### config.mk
export PLATFORM = sky130hd
export DESIGN_NAME = regfile_wb_arbiter_flat
export DESIGN_NICKNAME = d
export VERILOG_FILES = /design/src/rtl/regfile_wb_if.sv /design/src/rtl/regfile_wb_arbiter.sv /design/src/flat_wrapper.sv
export SDC_FILE = /design/constraint.sdc
export NUM_CORES = 1
export LEC_CHECK = 0
export ABC_CLOCK_PERIOD_IN_PS = 3000
export BUFFER_PORTS_ARGS = -buffer_cell sky130_fd_sc_hd__buf_2
export CAP_MARGIN = 20
export CORE_UTILIZATION = 46
export CTS_CLUSTER_SIZE = 14
export DETAILED_ROUTE_END_ITERATION = 8
export PLACE_DENSITY = 0.87
export SLEW_MARGIN = 20
export SYNTH_ARGS = -nofsm -noshare
export SYNTH_HDL_FRONTEND = slang
export SYNTH_SLANG_ARGS = --single-unit
### constraint.sdc
create_clock -name clk -period 3 [get_ports clk]
set_clock_uncertainty 0.05 [all_clocks]
set_input_delay 0.45 -clock clk [delete_from_list [all_inputs] [get_ports clk]]
set_output_delay 0.45 -clock clk [all_outputs]
set_load 0.01 [all_outputs]
### src/rtl/regfile_wb_if.sv
// ---------------------------------------------------------------------------
// regfile_wb_if
//   Bundles the writeback-arbiter signals: the two requester handshakes
//   (req0 = ALU, req1 = load unit), the grant enable, the registered
//   register-file write port and the decode-side read/bypass lookup.
//   master : requesters, decode and the register file (drive requests and
//            read indices, observe ready, write port and bypass)
//   slave  : the arbiter
// ---------------------------------------------------------------------------
interface regfile_wb_if #(
   parameter int DATA_W = 32,
   parameter int IDX_W  = 5
);
   logic              wb_en;
   logic              req0_valid;
   logic [IDX_W-1:0]  req0_index;
   logic [DATA_W-1:0] req0_data;
   logic              req0_ready;
   logic              req1_valid;
   logic [IDX_W-1:0]  req1_index;
   logic [DATA_W-1:0] req1_data;
   logic              req1_ready;
   logic              reg_write;
   logic [IDX_W-1:0]  write_index;
   logic [DATA_W-1:0] write_data;
   logic [IDX_W-1:0]  rd_index1;
   logic [IDX_W-1:0]  rd_index2;
   logic              byp_hit1;
   logic              byp_hit2;
   logic [DATA_W-1:0] byp_data1;
   logic [DATA_W-1:0] byp_data2;

   modport master (
      output wb_en,
      output req0_valid, req0_index, req0_data, input req0_ready,
      output req1_valid, req1_index, req1_data, input req1_ready,
      input  reg_write, write_index, write_data,
      output rd_index1, rd_index2,
      input  byp_hit1, byp_hit2, byp_data1, byp_data2
   );

   modport slave (
      input  wb_en,
      input  req0_valid, req0_index, req0_data, output req0_ready,
      input  req1_valid, req1_index, req1_data, output req1_ready,
      output reg_write, write_index, write_data,
      input  rd_index1, rd_index2,
      output byp_hit1, byp_hit2, byp_data1, byp_data2
   );
endinterface

### src/rtl/regfile_wb_arbiter.sv
// ---------------------------------------------------------------------------
// regfile_wb_arbiter
//   Arbitrates the ALU (req0) and load unit (req1) onto the single
//   register-file write port. The winning write is registered (1-cycle
//   latency), writes to x0 are suppressed, and the registered write is
//   exposed to decode as a bypass for both read ports.
// Ports
//   clk          clock, rising edge
//   nRST         asynchronous active-low reset
//   bus          regfile_wb_if.slave: handshakes, write port, read/bypass
//   write_count  saturating count of committed register-file writes
// Parameters
//   DATA_W, IDX_W  data / register-index widths (must match the interface)
//   FIXED_PRIO     0 = round-robin, 1 = req0 always wins
// ---------------------------------------------------------------------------
module regfile_wb_arbiter #(
   parameter int DATA_W     = 32,
   parameter int IDX_W      = 5,
   parameter int FIXED_PRIO = 0
) (
   input  logic        clk,
   input  logic        nRST,
   regfile_wb_if.slave bus,
   output logic [15:0] write_count
);

   typedef enum logic {
      PRIO_REQ0 = 1'b0,
      PRIO_REQ1 = 1'b1
   } prio_t;

   prio_t             prio, prio_next;
   logic              grant0, grant1, grant_any;
   logic [IDX_W-1:0]  grant_index;
   logic [DATA_W-1:0] grant_data;
   logic              commit;

   logic              wr_q;
   logic [IDX_W-1:0]  idx_q;
   logic [DATA_W-1:0] data_q;

   // NOTE: state registers use non-blocking assignments so every flop samples
   // the pre-edge value of the others, independent of process ordering.
   always_ff @(posedge clk or negedge nRST) begin
      if (!nRST) prio <= PRIO_REQ0;
      else       prio <= prio_next;
   end

   // NOTE: every output of this block gets a default first, so no path can
   // leave a value unassigned and infer a latch.
   always_comb begin
      grant0    = 1'b0;
      grant1    = 1'b0;
      prio_next = prio;
      if (bus.wb_en) begin
         if (bus.req0_valid && bus.req1_valid) begin
            if (FIXED_PRIO != 0 || prio == PRIO_REQ0) grant0 = 1'b1;
            else                                      grant1 = 1'b1;
         end else begin
            grant0 = bus.req0_valid;
            grant1 = bus.req1_valid;
         end
      end
      // Priority only moves on a grant; idle cycles leave it alone.
      if (grant0)      prio_next = PRIO_REQ1;
      else if (grant1) prio_next = PRIO_REQ0;
   end

   assign grant_any   = grant0 | grant1;
   assign grant_index = grant0 ? bus.req0_index : bus.req1_index;
   assign grant_data  = grant0 ? bus.req0_data  : bus.req1_data;
   // A grant to x0 completes the handshake but never reaches the register file.
   assign commit      = grant_any && (grant_index != '0);

   assign bus.req0_ready = grant0;
   assign bus.req1_ready = grant1;

   // NOTE: the whole output stage is reset, so a write in flight when nRST
   // falls is dropped immediately rather than committed after reset.
   always_ff @(posedge clk or negedge nRST) begin
      if (!nRST) begin
         wr_q        <= 1'b0;
         idx_q       <= '0;
         data_q      <= '0;
         write_count <= '0;
      end else begin
         wr_q <= commit;
         // Index/data hold between grants; an x0 grant loads them but with
         // wr_q low, so neither the write port nor the bypass acts on them.
         if (grant_any) begin
            idx_q  <= grant_index;
            data_q <= grant_data;
         end
         // Counted on the same edge that raises reg_write, so the count
         // already includes the write currently presented to the file.
         if (commit && write_count != 16'hFFFF)
            write_count <= write_count + 16'd1;
      end
   end

   assign bus.reg_write   = wr_q;
   assign bus.write_index = idx_q;
   assign bus.write_data  = data_q;

   // Bypass looks only at the output stage; ungranted requests are invisible.
   assign bus.byp_hit1  = wr_q && (bus.rd_index1 == idx_q) && (idx_q != '0);
   assign bus.byp_hit2  = wr_q && (bus.rd_index2 == idx_q) && (idx_q != '0);
   assign bus.byp_data1 = data_q;
   assign bus.byp_data2 = data_q;

endmodule
### src/flat_wrapper.sv
// flat-port wrapper written by rule: the top's interface ports become plain ports
module regfile_wb_arbiter_flat 
#(
   parameter int DATA_W     = 32,
   parameter int IDX_W      = 5,
   parameter int FIXED_PRIO = 0
)
  (clk, nRST, write_count, bus_wb_en, bus_req0_valid, bus_req0_index, bus_req0_data, bus_req0_ready, bus_req1_valid, bus_req1_index, bus_req1_data, bus_req1_ready, bus_reg_write, bus_write_index, bus_write_data, bus_rd_index1, bus_rd_index2, bus_byp_hit1, bus_byp_hit2, bus_byp_data1, bus_byp_data2);
  regfile_wb_if #(.DATA_W(DATA_W), .IDX_W(IDX_W)) bus_i ();
  input  logic clk;
  input  logic nRST;
  output logic [15:0] write_count;
  input wire logic [$bits(bus_i.wb_en)-1:0] bus_wb_en;
  input wire logic [$bits(bus_i.req0_valid)-1:0] bus_req0_valid;
  input wire logic [$bits(bus_i.req0_index)-1:0] bus_req0_index;
  input wire logic [$bits(bus_i.req0_data)-1:0] bus_req0_data;
  output wire logic [$bits(bus_i.req0_ready)-1:0] bus_req0_ready;
  input wire logic [$bits(bus_i.req1_valid)-1:0] bus_req1_valid;
  input wire logic [$bits(bus_i.req1_index)-1:0] bus_req1_index;
  input wire logic [$bits(bus_i.req1_data)-1:0] bus_req1_data;
  output wire logic [$bits(bus_i.req1_ready)-1:0] bus_req1_ready;
  output wire logic [$bits(bus_i.reg_write)-1:0] bus_reg_write;
  output wire logic [$bits(bus_i.write_index)-1:0] bus_write_index;
  output wire logic [$bits(bus_i.write_data)-1:0] bus_write_data;
  input wire logic [$bits(bus_i.rd_index1)-1:0] bus_rd_index1;
  input wire logic [$bits(bus_i.rd_index2)-1:0] bus_rd_index2;
  output wire logic [$bits(bus_i.byp_hit1)-1:0] bus_byp_hit1;
  output wire logic [$bits(bus_i.byp_hit2)-1:0] bus_byp_hit2;
  output wire logic [$bits(bus_i.byp_data1)-1:0] bus_byp_data1;
  output wire logic [$bits(bus_i.byp_data2)-1:0] bus_byp_data2;
  assign bus_i.wb_en = bus_wb_en;
  assign bus_i.req0_valid = bus_req0_valid;
  assign bus_i.req0_index = bus_req0_index;
  assign bus_i.req0_data = bus_req0_data;
  assign bus_req0_ready = bus_i.req0_ready;
  assign bus_i.req1_valid = bus_req1_valid;
  assign bus_i.req1_index = bus_req1_index;
  assign bus_i.req1_data = bus_req1_data;
  assign bus_req1_ready = bus_i.req1_ready;
  assign bus_reg_write = bus_i.reg_write;
  assign bus_write_index = bus_i.write_index;
  assign bus_write_data = bus_i.write_data;
  assign bus_i.rd_index1 = bus_rd_index1;
  assign bus_i.rd_index2 = bus_rd_index2;
  assign bus_byp_hit1 = bus_i.byp_hit1;
  assign bus_byp_hit2 = bus_i.byp_hit2;
  assign bus_byp_data1 = bus_i.byp_data1;
  assign bus_byp_data2 = bus_i.byp_data2;
  regfile_wb_arbiter #(.DATA_W(DATA_W), .IDX_W(IDX_W), .FIXED_PRIO(FIXED_PRIO)) u_core (.clk(clk), .nRST(nRST), .bus(bus_i), .write_count(write_count));
endmodule
### Word level (Yosys, flattened, before mapping)

Index checks and enable logic that the tools add are counted.

* div/mod/pow operators: 0
* equality and inequality tests: 3
* bitwise operators: 1
* multiply operators: 0
* muxes and demuxes: 10
* reduce and logical (&&, ||, !) cells: 10
* add/subtract/negate cells: 1
* magnitude comparators: 0
* shift-type cells: 0

Operator list (count)
* $mux 32: 1
* $add 16x1->16 const B: 1
* $ne 16x16->1 const B: 1
* $eq 5x5->1: 2
* $reduce_bool 5->1: 2
* $mux 1: 8
* $logic_and 1x1->1: 7
* $mux 5: 1
* $reduce_bool 2->1: 1
* $or 1x1->1: 1

* word-level logic and storage cells: 30
* ROM bits: 0
* memories kept: 0
* register bits after elaboration: 55
* latch bits: 0
* RAM bits: 0

### Longest topological paths before layout

* depth after elaboration: 7
* gate-level depth with buffers: 6
* gate-level depth less buffers: 6

### Worst setup path before layout

Ideal clock, no wire load.

* path type: input-to-output
* start point: in bus_req0_valid
* end point: out bus_req1_ready
* cell stages on the path: 4
* arrival: 1.485 ns
* setup slack: 1.015 ns
* buffers on the path: 2
* cell sequence: o21ai_0 -> clkbuf_1 -> clkbuf_1 -> nor2_1

* cells in the longest elaborated chain, start to end: 3

RTL lines
* start: declaration: line flat_wrapper.sv:14 `input wire logic [$bits(bus_i.req0_valid)-1:0] bus_req0_valid;`
* $logic_and 1x1->1: line regfile_wb_arbiter.sv:56 `if (bus.req0_valid && bus.req1_valid) begin`
* $mux 1: line regfile_wb_arbiter.sv:56
* $mux 1: line regfile_wb_arbiter.sv:55 `if (bus.wb_en) begin`
* end: declaration: line flat_wrapper.sv:21 `output wire logic [$bits(bus_i.req1_ready)-1:0] bus_req1_ready;`

No other way between the ends.

### Worst setup path in the final report

* start point: reg u_core.prio
* end point: out bus_req1_ready

* cells in the longest elaborated chain, start to end: 3

RTL lines
* start: declaration: line regfile_wb_arbiter.sv:32 `prio_t prio, prio_next;`
* start signal: assignment: line regfile_wb_arbiter.sv:46 `else prio <= prio_next;`
* $mux 1: line regfile_wb_arbiter.sv:57 `if (FIXED_PRIO != 0 || prio == PRIO_REQ0) grant0 = 1'b1;`
* $mux 1: line regfile_wb_arbiter.sv:56
* $mux 1: line regfile_wb_arbiter.sv:55

No other way between the ends.

==> flow_summary.yaml <==
power_and_ir_drop:
  power.leakage_nw: 2.295
  power_density_nw_per_um2: 527.8
  p_total_w: 0.002106
  vdd_ir_drop_max_v: 0.0002733
global_route:
  grt_usage: 0.1948
  grt_pass1_wl_mm: 11.54
  antenna_found_initial: 0
  grt-ovfl-total: 0
  grt_max_degree: 77
  grt_pass1_vias: 2503
timing:
  hold_violations: 0
  tns_ps: 0
  post-route-min-period_ps: 2397
  timing.final.crit_share: 0.7989
  clock.fmax_mhz: 417.2
  slew-limit-headroom: 0.3479
  slew_violations: 0
  setup_ws_ps: 603.2
  tightest_slew_ps: 976.3
  setup_viol: 0
  rsz0062_at_grt: "no"
worst_setup_path:
  start_kind: "flop"
  worst_r2r_endpoint: "u_core.write_count[1]$_DFFE_PN0P_"
  r2r_slack_ps: 790
  crit_arrival_ps: 1900
  cp_max_fo: 38
  r2r_start: "u_core.prio$_DFFE_PN0P_"
  end_kind: "primary output"
  worstPathRequired_ps: 2500
  worst-r2r-cell-count: 5
  endpoint: "bus_req1_ready"
  crit_type: "flop to primary output"
  crit_start: "u_core.prio$_DFFE_PN0P_"
placed_design:
  dp_hpwl_mm: 5.729
  port_buffers: 210
  gp_congestion: 0.8822
  place_ws_ps: 621.0
clock_tree:
  cts_num_sinks: 55
  numCtsBuffers: 5
  cts_max_level: 2
  insertion_delay_ps: 300
  post_cts_buffers: 0
  hold_buffers: 0
  cts_max_path_buffers: 2
  root_buffer: "clkbuf_8"
  cts_tree: "done"
  cts_resized: 0
  clkTransAtPathRegs_ps: 100
detailed_routing:
  detail_route.vias_per_cell: 4.901
  vias: 2784
  drt_iter0_markers: 86
  first_pass_iters: 4
  drt_wl_total_mm: 7.427
  remaining_drc_errors: 0
  routedWlPerCell_um: 13.08
  postRouteAntennaNets: 0
yosys:
  synth_top_area_cell: "dfrtp_1"
  syn_avg_cell_area_um2: 9.781
  yosysSeqAreaShare: 0.4277
  syn_area_um2: 3218
  synth-seq-cells: 55
  syn_inst: 329
  syn_nets: 419
  synthTopCellsByArea: "dfrtp_1 (43%), buf_4 (15%), mux2i_1 (12%), o21ai_0 (6.1%), nand2_1 (5.6%)"
  ys_warn_count: 0
  synth_top_area_frac: 0.4277
  ys_types: 30
worst_hold_path:
  hp-class: "input pin to asynchronous set/reset pin"
floorplanning:
  start_util: 0.4737
  die_area_um2: 7334
  ioPinCount: 211
  core_um2: 6794
  chipHeight_um: 85.64
  die_w_um: 85.64
  row_count: 30
run_status:
  status: "finished clean"
final_layout:
  nets: 561
  mostFrequentLayoutCells: "buf_2 (210), dfrtp_1 (55), nand2_1 (48)"
  final_common_cell: "buf_2"
  drive_gt1_frac: 0.4831
  area_delta_synth_final_pct: 23.99
  antennaDiodeCount: 0
  final_util: 0.5873
job:
  drv_cap: 0
[flip-flops by register name (all words and copies together), names as in the netlist]
signal                  cells
u_core.write_count         16
u_core.bus.write_index      5
u_core.bus.reg_write        1
u_core.prio                 1
u_core.bus.byp_data1       32
[cell families (layout without fill, tap and decap cells)]
group / after synthesis / count (layout) / synth area share
simple gates: 89 / 89 / 0.1427
xor+xnor: 25 / 25 / 0.06804
buf+inv: 79 / 222 / 0.1683
mux: 38 / 38 / 0.1198
flops: 55 / 55 / 0.4277
fa+ha+maj: 1 / 1 / 0.003887
compound gates: 42 / 42 / 0.06960
[per-stage QoR]
step	cell area, µm²	hold slack, ps	instances
after floorplan	3218	104.4	329
after global placement	3890	433.1	560
after detailed placement	3890	435.8	560
after CTS	3990	188.6	568
after global routing	3990	221.9	568
final	3990	164.1	568
[report_power, final]
part	leakage (nW)	total [W]	internal (W)	switching, W
logic	1.55	0.000667	0.000314	0.000353
clock network	0.0515	0.000439	0.000211	0.000228
registers	0.691	0.00100	0.000852	0.000148
[area by class of cell]
class | count | area [µm²]
Fill cell | 595 | 2804
Sequential cell | 55 | 1376
Multi-Input combinational cell | 195 | 1316
Timing Repair Buffer | 213 | 1074
Tap cell | 96 | 120.1
Clock buffer | 8 | 100.1
Inverter | 1 | 3.754
[worst max-delay path, cell delays in order, from the launching register on]
cell and delay [ps]:
dfrtp_1 380, nand2_1 100, nand3_2 90, buf_4 530, inv_1 190, nor2_1 150, buf_2 150
[layer usage]
layer | up-vias | track usage | part of all wire
met4 | 0 | 0.03788 | 0.0077
met1 | 1330 | 0.2388 | 0.41
met3 | 6 | 0.03176 | 0.049
met2 | 116 | 0.3622 | 0.53
li1 | 1332 | - | -
met5 | - | 0 | 0
[cells in the mapped netlist]
master and n:
buf_4 64, and4bb_2 1, xnor2_1 19, nor4b_4 1, nor4_1 2, or4_4 1
nand3_1 9, buf_2 4, a211oi_2 1, inv_1 1, dfrtp_1 55, xor2_1 6
o21a_1 1, and4_1 4, and4b_1 1, nand2_1 48, o31a_1 1, ha_1 1
clkbuf_1 9, o21ai_0 39, and3_1 2, mux2i_1 37, nand4_1 7, nor3_1 2
nand3b_1 1, nor2b_4 1, nor2_1 7, buf_1 1, or4_1 2, mux2_4 1
[worst min-delay path by stage]
stage,endpoint,slack (ps),from
floorplan,u_core.bus.byp_data1[0]$_DFFE_PN0P_,100,nRST
global placement,u_core.write_count[9]$_DFFE_PN0P_,430,u_core.write_count[9]$_DFFE_PN0P_
detailed placement,u_core.write_count[9]$_DFFE_PN0P_,440,u_core.write_count[9]$_DFFE_PN0P_
CTS,u_core.write_count[11]$_DFFE_PN0P_,190,nRST
global route,u_core.write_count[12]$_DFFE_PN0P_,220,nRST
finish,u_core.write_count[11]$_DFFE_PN0P_,160,nRST
(Power assumes the default switching activity.)
